## src/rtl/imem_loader_pkg.sv

```systemverilog
// Shared types and constants for the instruction-memory loader.
package imem_loader_pkg;

  localparam int BYTE_W = 8;

  typedef enum logic [2:0] {
    ST_IDLE = 3'd0,
    ST_LEN  = 3'd1,
    ST_DATA = 3'd2,
    ST_CSUM = 3'd3,
    ST_DONE = 3'd4,
    ST_ERR  = 3'd5
  } state_e;

  function automatic int bytes_per_word(input int instr_width);
    return instr_width / BYTE_W;
  endfunction

endpackage

```

## src/rtl/imem_loader_word_assembler.sv

```systemverilog
// Little-endian byte-to-word assembler; word_valid pulses the cycle after the
// final byte of each word is accepted.
module imem_loader_word_assembler
  import imem_loader_pkg::*;
#(
  parameter int INSTR_WIDTH = 16
) (
  input  logic                   clk,
  input  logic                   rst,
  input  logic                   clr,
  input  logic                   byte_en,
  input  logic [BYTE_W-1:0]      byte_in,
  output logic                   last_byte,
  output logic                   word_valid,
  output logic [INSTR_WIDTH-1:0] word
);

  localparam int BPW   = bytes_per_word(INSTR_WIDTH);
  localparam int CNT_W = (BPW > 1) ? $clog2(BPW) : 1;
  localparam logic [CNT_W-1:0] CNT_LAST = CNT_W'(BPW - 1);

  logic [CNT_W-1:0]       cnt_q, cnt_d;
  logic [INSTR_WIDTH-1:0] word_q, word_d;
  logic                   word_valid_q, word_valid_d;

  assign last_byte  = (cnt_q == CNT_LAST);
  assign word_valid = word_valid_q;
  assign word       = word_q;

  always_comb begin
    cnt_d        = cnt_q;
    word_d       = word_q;
    word_valid_d = 1'b0;
    if (clr) begin
      cnt_d  = '0;
      word_d = '0;
    end else if (byte_en) begin
      // byte position equals the count, so the first byte lands lowest
      word_d[int'(cnt_q)*BYTE_W +: BYTE_W] = byte_in;
      if (cnt_q == CNT_LAST) begin
        cnt_d        = '0;
        word_valid_d = 1'b1;
      end else begin
        cnt_d = cnt_q + CNT_W'(1);
      end
    end
  end

  always_ff @(posedge clk) begin
    if (rst) begin
      cnt_q        <= '0;
      word_q       <= '0;
      word_valid_q <= 1'b0;
    end else begin
      cnt_q        <= cnt_d;
      word_q       <= word_d;
      word_valid_q <= word_valid_d;
    end
  end

endmodule

```

## src/rtl/imem_loader.sv

```systemverilog
// IMEM writer: length byte, N little-endian words, then an XOR checksum byte
// when IMEM_LOADER_CSUM_EN is defined. Holds the core until a good load.
//
// state | meaning
// IDLE  | after reset, core not held, waiting for start
// LEN   | waiting for the length byte
// DATA  | receiving payload bytes, writing words to IMEM
// CSUM  | waiting for the checksum byte (checksum build only)
// DONE  | last load good, core released
// ERR   | last load bad, core held
module imem_loader
  import imem_loader_pkg::*;
#(
  parameter int INSTR_WIDTH = 16,
  parameter int IMEM_DEPTH  = 4,
  parameter int ADDR_WIDTH  = (IMEM_DEPTH > 1) ? $clog2(IMEM_DEPTH) : 1
) (
  input  logic                   clk,
  input  logic                   rst,
  input  logic                   start,
  input  logic [7:0]             s_data,
  input  logic                   s_valid,
  output logic                   s_ready,
  output logic                   imem_we,
  output logic [ADDR_WIDTH-1:0]  imem_waddr,
  output logic [INSTR_WIDTH-1:0] imem_wdata,
  output logic                   core_hold,
  output logic                   busy,
  output logic                   done,
  output logic                   err
);

  localparam logic [7:0] MAX_LEN = 8'(IMEM_DEPTH);

`ifdef IMEM_LOADER_CSUM_EN
  localparam state_e ST_PAYLOAD_END = ST_CSUM;
  logic [7:0] csum_q, csum_d;
`else
  localparam state_e ST_PAYLOAD_END = ST_DONE;
`endif

  state_e                state_q, state_d;
  logic [ADDR_WIDTH-1:0] addr_q, addr_d;
  logic [7:0]            words_left_q, words_left_d;
  logic                  s_ready_q, s_ready_d;
  logic                  busy_q, busy_d;
  logic                  done_q, done_d;
  logic                  err_q, err_d;
  logic                  core_hold_q, core_hold_d;

  logic                   xfer, start_take, asm_en, asm_last, asm_valid;
  logic [INSTR_WIDTH-1:0] asm_word;

  assign xfer       = s_valid && s_ready_q;
  assign start_take = start && (state_q inside {ST_IDLE, ST_DONE, ST_ERR});
  assign asm_en     = xfer && (state_q == ST_DATA);

  imem_loader_word_assembler #(
    .INSTR_WIDTH(INSTR_WIDTH)
  ) u_asm (
    .clk       (clk),
    .rst       (rst),
    .clr       (start_take),
    .byte_en   (asm_en),
    .byte_in   (s_data),
    .last_byte (asm_last),
    .word_valid(asm_valid),
    .word      (asm_word)
  );

  always_comb begin
    state_d      = state_q;
    addr_d       = addr_q;
    words_left_d = words_left_q;
`ifdef IMEM_LOADER_CSUM_EN
    csum_d       = csum_q;
`endif
    // advance only while words remain, so the final address stays at N-1
    if (asm_valid && (words_left_q != 8'd0)) addr_d = addr_q + ADDR_WIDTH'(1);

    case (state_q)
      ST_IDLE, ST_DONE, ST_ERR: begin
        if (start) begin
          state_d      = ST_LEN;
          addr_d       = '0;
          words_left_d = '0;
`ifdef IMEM_LOADER_CSUM_EN
          csum_d       = '0;
`endif
        end
      end
      ST_LEN: begin
        if (xfer) begin
          if ((s_data == 8'd0) || (s_data > MAX_LEN)) begin
            state_d = ST_ERR;
          end else begin
            words_left_d = s_data;
            state_d      = ST_DATA;
          end
        end
      end
      ST_DATA: begin
        if (xfer) begin
`ifdef IMEM_LOADER_CSUM_EN
          csum_d = csum_q ^ s_data;
`endif
          if (asm_last) begin
            words_left_d = words_left_q - 8'd1;
            if (words_left_q == 8'd1) state_d = ST_PAYLOAD_END;
          end
        end
      end
`ifdef IMEM_LOADER_CSUM_EN
      ST_CSUM: begin
        if (xfer) state_d = (s_data == csum_q) ? ST_DONE : ST_ERR;
      end
`endif
      default: state_d = ST_IDLE;
    endcase

    s_ready_d   = state_d inside {ST_LEN, ST_DATA, ST_CSUM};
    busy_d      = state_d inside {ST_LEN, ST_DATA, ST_CSUM};
    core_hold_d = state_d inside {ST_LEN, ST_DATA, ST_CSUM, ST_ERR};
    done_d      = (state_d == ST_DONE);
    err_d       = (state_d == ST_ERR);
  end

  always_ff @(posedge clk) begin
    if (rst) begin
      state_q      <= ST_IDLE;
      addr_q       <= '0;
      words_left_q <= '0;
      s_ready_q    <= 1'b0;
      busy_q       <= 1'b0;
      done_q       <= 1'b0;
      err_q        <= 1'b0;
      core_hold_q  <= 1'b0;
`ifdef IMEM_LOADER_CSUM_EN
      csum_q       <= '0;
`endif
    end else begin
      state_q      <= state_d;
      addr_q       <= addr_d;
      words_left_q <= words_left_d;
      s_ready_q    <= s_ready_d;
      busy_q       <= busy_d;
      done_q       <= done_d;
      err_q        <= err_d;
      core_hold_q  <= core_hold_d;
`ifdef IMEM_LOADER_CSUM_EN
      csum_q       <= csum_d;
`endif
    end
  end

  assign s_ready    = s_ready_q;
  assign imem_we    = asm_valid;
  assign imem_waddr = addr_q;
  assign imem_wdata = asm_word;
  assign core_hold  = core_hold_q;
  assign busy       = busy_q;
  assign done       = done_q;
  assign err        = err_q;

endmodule
```

## config.mk

```make
export PLATFORM = sky130hd
export DESIGN_NAME = imem_loader
export DESIGN_NICKNAME = d
export VERILOG_FILES = /design/src/rtl/imem_loader_pkg.sv /design/src/rtl/imem_loader_word_assembler.sv /design/src/rtl/imem_loader.sv
export SDC_FILE = /design/constraint.sdc
export NUM_CORES = 1
export LEC_CHECK = 0
export ABC_CLOCK_PERIOD_IN_PS = 5900
export CAP_MARGIN = 20
export CELL_PAD_IN_SITES_DETAIL_PLACEMENT = 1
export CELL_PAD_IN_SITES_GLOBAL_PLACEMENT = 1
export CORE_AREA = 2 2 63 65
export CTS_CLUSTER_DIAMETER = 30
export CTS_CLUSTER_SIZE = 30
export DETAILED_ROUTE_END_ITERATION = 12
export DIE_AREA = 0 0 65 67
export DONT_BUFFER_PORTS = 1
export HOLD_SLACK_MARGIN = 0.05
export PLACE_DENSITY_LB_ADDON = 0.2
export SYNTH_ARGS = -nofsm -noshare
export SYNTH_HDL_FRONTEND = slang
export SYNTH_HIERARCHICAL = 1
export SYNTH_SLANG_ARGS = --single-unit
```

## constraint.sdc

```tcl
create_clock -name clk -period 5.9 [get_ports clk]
set_input_delay 1.18 -clock clk [delete_from_list [all_inputs] [get_ports clk]]
set_output_delay 1.18 -clock clk [all_outputs]
set_load 0.05 [all_outputs]
```

==> impl_metrics.env, run 1 <==
export IMPL_cts_buffers=5
export IMPL_synthSimpleGateAreaFrac_pct=28.41
export IMPL_antenna_cells=0
export IMPL_r2r_slack_ps=3310
export IMPL_finalCriticalPeriod_ps=2605
export IMPL_synth_cells=196
export IMPL_syn_to_final_growth_pct=4.698
export IMPL_layout_drive_gt1_share_pct=15.03
export IMPL_setup_tns_ps=0
export IMPL_avgSynthCellArea_sq_um=8.561
export IMPL_crit_required_ps=6050
export IMPL_synth_largest_area_cell="dfxtp_1"
export IMPL_post_cts_resized=0
export IMPL_peakVddDrop_mv=0.1482
export IMPL_seq_area_frac_synth_pct=41.76
export IMPL_arrival_ps=2760
export IMPL_hp_start="words_left_q[7]"
export IMPL_avgRoutedWirePerCell_um=17.91
export IMPL_path_max_fanout=9
export IMPL_worst_slew_pin_slew_ps=1144
export IMPL_hold_depth=2
export IMPL_synth_top_area_share_pct=41.76
export IMPL_layout_common_cells="35 x dfxtp_1, 34 x nand2_1, 17 x nor2_1"
export IMPL_num_rows=22
export IMPL_synth_distinct_cells=52
export IMPL_r2r_end="u_asm/word[6]"
export IMPL_post_cts_repair_setup_buffers=0
export IMPL_r2r_start="busy"
export IMPL_synthAdderAreaFrac_pct=2.237
export IMPL_initialDrtViolationCount=56
export IMPL_final_common_cell="dfxtp_1"
export IMPL_place_area_sq_um=1653
export IMPL_crit_slowest_cell="or4_4"
export IMPL_dpl_hpwl_mm=3.134
export IMPL_hp_class="flip-flop to flip-flop"
export IMPL_place_inst=233
export IMPL_synth_edf_count=0
export IMPL_nets=207
export IMPL_hold_viol_final=0
export IMPL_first_pass_iters=4
export IMPL_cts_tree="yes"
export IMPL_cts_htree_levels=2
export IMPL_reg2reg_depth=4
export IMPL_root_buffer="clkbuf_8"
export IMPL_fp_dieArea_sq_um=4355
export IMPL_ys_flop_type="dfxtp_1"
export IMPL_portBuffers=0
export IMPL_synth_xor_xnor_area_share_pct=1.044
export IMPL_antenna_left=0
export IMPL_synth_top_family_by_area="simple AND/OR/NAND/NOR gates"
export IMPL_synthArstFlopShare_pct=0
export IMPL_slowest_delay_ps=530
export IMPL_slew_violations=0
export IMPL_postLayoutCellArea_sq_um=1757
export IMPL_die_h_um=67
export IMPL_outcome="complete, no violations"
export IMPL_fillers=429
export IMPL_overflow=0
export IMPL_crit_top_cell="a211oi_1"
export IMPL_synth_nets=211
export IMPL_core_area_sq_um=3606
export IMPL_powerDensity_nw_per_um2=276.6
export IMPL_drt_total_wl_mm=4.317
export IMPL_synth_seq_cells=35
export IMPL_viasPerCell=5.838
export IMPL_synthMuxAreaShare_pct=0
export IMPL_rsz0062_at_grt="false"
export IMPL_yosys_top_cells_area="dfxtp_1 42%, nand2_1 7.6%, a21oi_2 4.7%, a21oi_1 3.9%, nor2_1 3.8%"
export IMPL_finalSetupViolCount=0
export IMPL_leakage_uw=0.0005551
export IMPL_gp_congestion=0.8593
export IMPL_holdBufCountCts=0
export IMPL_track_usage_pct=22.53
export IMPL_boundaryPins=36
export IMPL_max_slew_margin_pct=23.66
export IMPL_power_total_uw=485.9
export IMPL_clock_sinks=35
export IMPL_fmax_mhz=383.9
export IMPL_final_instance_count_excl_fill=241
export IMPL_cp_end_kind="flip-flop"
export IMPL_grt_pass1_vias=1483
export IMPL_yosys_warnings=6
export IMPL_fin_crit_sh_pct=44.15
export IMPL_drc=0
export IMPL_utilization_pct=48.72
export IMPL_netlist_area_sq_um=1678
export IMPL_clk_latency_ps=280
export IMPL_worst_setup_path_type="primary input to flip-flop"
export IMPL_cp_startpoint="s_data[3]"
export IMPL_grt_antenna_before_repair=0
export IMPL_start_util_pct=46.53
export IMPL_grt_max_degree=19
export IMPL_maxCapViolations=0
export IMPL_hold_path_end="words_left_q[7]"
export IMPL_path_clk_slew_ps=70
export IMPL_die_w_um=65
export IMPL_vias=1407
export IMPL_crit_chain="or4_4 -> nor4b_4 -> o2bb2ai_2 -> a211oi_1 -> a211oi_1"
export IMPL_fin_skew_ps=2.202
export IMPL_clockBufferDepth=2
export IMPL_synth_compound_area_share_pct=20.36
export IMPL_grt_pass1_wl_mm=7.424
export IMPL_crit_path_start_kind="primary input"
==> final cells by class <==
cell class	count	area (sq um)	share of cell area [%]
Clock buffer	7	96.34	5.484
Multi-Input combinational cell	145	873.3	49.72
Inverter	5	18.77	1.068
Clock inverter	1	7.507	0.4274
Tap cell	48	60.06	3.419
Sequential cell	35	700.7	39.89
==> cell families after synthesis <==
| family | count (synthesis) |
|---|---|
| and+or+nand+nor | 93 |
| adders and majority gates | 3 |
| DFF | 35 |
| buffers and inverters | 16 |
| AOI/OAI and AO/OA | 47 |
| xor gates and xnor gates | 2 |
==> critical path: cells and delay by family <==
kind	cells	cell delay (ps)
compound gates	3	610
simple gates	2	970
==> through the flow <==
stage | hold WS (ps) | setup WS, ps
after detailed placement | 492.9 | 3026
after CTS | 501.6 | 3274
final | 503.3 | 3295
after global routing | 541.9 | 3179
after floorplan | 457.6 | 3205
after global placement | 481.1 | 3114
==> how the worst max path moves through the flow <==
stage | end | slack, ps | cells past startpoint
finish | words_left_q[1] | 3300 | 5
floorplan | words_left_q[4] | 3200 | 5
detailed placement | words_left_q[1] | 3030 | 5
global placement | words_left_q[0] | 3110 | 5
CTS | words_left_q[0] | 3270 | 5
global route | words_left_q[0] | 3180 | 5
==> flip-flops by register name, summed over array words and instances, names as in the netlist <==
signal / count
u_asm/word: 16
words_left_q: 8
state_q: 3
imem_waddr: 2
busy: 1
core_hold: 1
done: 1
err: 1
u_asm/last_byte: 1
u_asm/word_valid: 1
==> per-layer routing <==
| metal | wire length (um) | share of wire (%) | vias up | track usage, % |
|---|---|---|---|---|
| li1 | - | - | 680 | - |
| met1 | 1849 | 43 | 685 | 26.06 |
| met2 | 2131 | 49 | 32 | 38.02 |
| met3 | 231 | 5.4 | 10 | 7.095 |
| met4 | 104 | 2.4 | 0 | 10.11 |
| met5 | 0 | 0 | - | 0 |
==> power by group <==
group	leakage (uW)	internal, uW	switching [uW]	total [uW]
Sequential	0.000284	241	12.9	254
Clock	0.0000505	106	85.5	192
Combinational	0.000221	14.1	25.9	40.1
Total	0.000555	362	124	486
==> synthesized netlist by cell type (all sizes together) (2+ instances only) <==
library cell / number
a32o: 2
or2: 2
a211oi: 5
nand3: 10
and3: 2
nor4: 2
nor3: 6
nand2: 35
a31oi: 2
ha: 3
nor2: 18
nor3b: 2
a21oi: 22
o21ai: 6
clkbuf: 3
nand4: 2
buf: 6
nand2b: 3
dfxtp: 35
nor2b: 5
inv: 5
Note: power is estimated with default switching activity, not from simulation.
==> run 2, diff against run 1 <==
Settings changed: ABC_CLOCK_PERIOD_IN_PS 5900 to 2300, CORE_AREA 2 2 63 65 to 2 2 67 69, DIE_AREA 0 0 65 67 to 0 0 69 71.
Clock period 5.9 ns to 2.3 ns, I/O delays scaled along.
==> run 2 against run 1 <==
Flip-flop and latch count is the same. Critical path depth did not move. Total power grew to 2.8 times the previous value. Highest routed layer unchanged. Wire length is 4.2% higher. First-iteration DRC count grew 8.9%. Largest cell class unchanged.
==> impl_metrics.env, run 2 (synthesized netlist as in run 1, its figures left out) <==
export IMPL_clk_latency_ps=290
export IMPL_syn_to_final_growth_pct=8.054
export IMPL_hp_class="primary input to flip-flop"
export IMPL_num_rows=24
export IMPL_final_common_cell="dfxtp_1"
export IMPL_path_clk_slew_ps=70
export IMPL_powerDensity_nw_per_um2=738.8
export IMPL_die_w_um=69
export IMPL_hold_viol_final=0
export IMPL_overflow=0
export IMPL_antenna_cells=0
export IMPL_layout_drive_gt1_share_pct=17.17
export IMPL_die_h_um=71
export IMPL_antenna_left=0
export IMPL_post_cts_resized=0
export IMPL_avgRoutedWirePerCell_um=17.99
export IMPL_fp_dieArea_sq_um=4899
export IMPL_crit_path_start_kind="flip-flop"
export IMPL_fin_skew_ps=3.422
export IMPL_reg2reg_depth=5
export IMPL_gp_congestion=0.8510
export IMPL_crit_required_ps=2520
export IMPL_postLayoutCellArea_sq_um=1813
export IMPL_clock_sinks=35
export IMPL_largest_reg_flops=16
export IMPL_hold_depth=1
export IMPL_maxCapViolations=0
export IMPL_grt_pass1_wl_mm=7.590
export IMPL_place_area_sq_um=1695
export IMPL_initialDrtViolationCount=61
export IMPL_hold_path_end="words_left_q[7]"
export IMPL_arrival_ps=2050
export IMPL_boundaryPins=36
export IMPL_layout_common_cells="35 x dfxtp_1, 34 x nand2_1, 17 x nor2_1"
export IMPL_nets=212
export IMPL_cts_tree="yes"
export IMPL_start_util_pct=39.91
export IMPL_vias=1447
export IMPL_first_pass_iters=4
export IMPL_hp_start="rst"
export IMPL_portBuffers=0
export IMPL_viasPerCell=5.788
export IMPL_grt_pass1_vias=1497
export IMPL_outcome="complete, no violations"
export IMPL_holdBufCountCts=0
export IMPL_fmax_mhz=545.3
export IMPL_r2r_end="u_asm/word[2]"
export IMPL_rsz0062_at_grt="false"
export IMPL_cp_end_kind="flip-flop"
export IMPL_r2r_slack_ps=470
export IMPL_finalSetupViolCount=0
export IMPL_clockBufferDepth=2
export IMPL_post_cts_repair_setup_buffers=0
export IMPL_cts_htree_levels=2
export IMPL_grt_antenna_before_repair=0
export IMPL_core_area_sq_um=4204
export IMPL_slew_violations=0
export IMPL_path_max_fanout=9
export IMPL_dpl_hpwl_mm=3.335
export IMPL_grt_max_degree=19
export IMPL_finalCriticalPeriod_ps=1834
export IMPL_leakage_uw=0.0005927
export IMPL_peakVddDrop_mv=0.3929
export IMPL_worst_setup_path_type="flip-flop to flip-flop"
export IMPL_max_slew_margin_pct=41.90
export IMPL_root_buffer="clkbuf_8"
export IMPL_fin_crit_sh_pct=79.73
export IMPL_drc=0
export IMPL_cts_buffers=5
export IMPL_track_usage_pct=19.76
export IMPL_drt_total_wl_mm=4.498
export IMPL_setup_tns_ps=0
export IMPL_worst_slew_pin_slew_ps=871.5
export IMPL_r2r_start="state_q[1]"
==> run 2: changes by cell type in the layout (fill, tap and decap cells not counted), sizes merged <==
cell      before  now
clkbuf         7    6
buf            0    5
bufinv         0    1
clkinv         0    1
clkinvlp       1    0
==> run 2: worst max-delay path by stage <==
| stage | cells after the start | from | end | slack, ps |
|---|---|---|---|---|
| after floorplan | 5 | s_data[3] | words_left_q[4] | 320 |
| after global placement | 5 | s_data[3] | words_left_q[0] | 220 |
| after detailed placement | 5 | s_data[3] | words_left_q[1] | 160 |
| after CTS | 5 | state_q[1] | u_asm/word[2] | 450 |
| after global routing | 5 | state_q[0] | words_left_q[0] | 220 |
| final | 5 | state_q[1] | u_asm/word[2] | 470 |
==> run 2: layer usage <==
layer  global-route usage, %  vias to the layer above  wire (um)
li1                        -                      691          -
met1                   23.03                      717       1913
met2                   34.19                       31       2301
met3                   5.983                        8        206
met4                   7.625                        0         77
met5                       0                        -          0
==> run 2: critical path, stage by stage, from the launching register on <==
cell	delay [ps]
dfxtp_1	460
nor3b_2	270
and3_1	260
nor2b_1	490
nand2_1	140
a21oi_2	140
==> run 2: final cells by class <==
cell class | count | area (sq um)
sequential | 35 | 700.7
clock inverter | 2 | 35.03
multi-input combinational | 145 | 873.3
tap | 52 | 65.06
timing repair buffer | 5 | 37.54
inverter | 5 | 18.77
clock buffer | 6 | 82.58
fill | 513 | 2391
==> run 2: report_power, final <==
group	total, uW	internal, uW	leakage, uW	switching, uW
clock	583	351	0.0000612	232
sequential	639	619	0.000284	20.6
combinational	117	38.3	0.000248	78.7
==> run 2: per-stage QoR <==
step / util [%] / cells / setup WS (ps) / hold WS, ps / total power (uW)
6_report: 43.13 / 250 / 466.3 / 233.3 / 1339
5_1_grt: 43.13 / 250 / 216.4 / 223.1 / 1396
4_1_cts: 43.13 / 250 / 454.1 / 225.0 / 1351
3_5_place_dp: 40.33 / 242 / 159.7 / 487.2 / 768.2
3_3_place_gp: 40.33 / 242 / 222.8 / 485.8 / 765.2
2_1_floorplan: - / 196 / 324.6 / 457.6 / 755.9
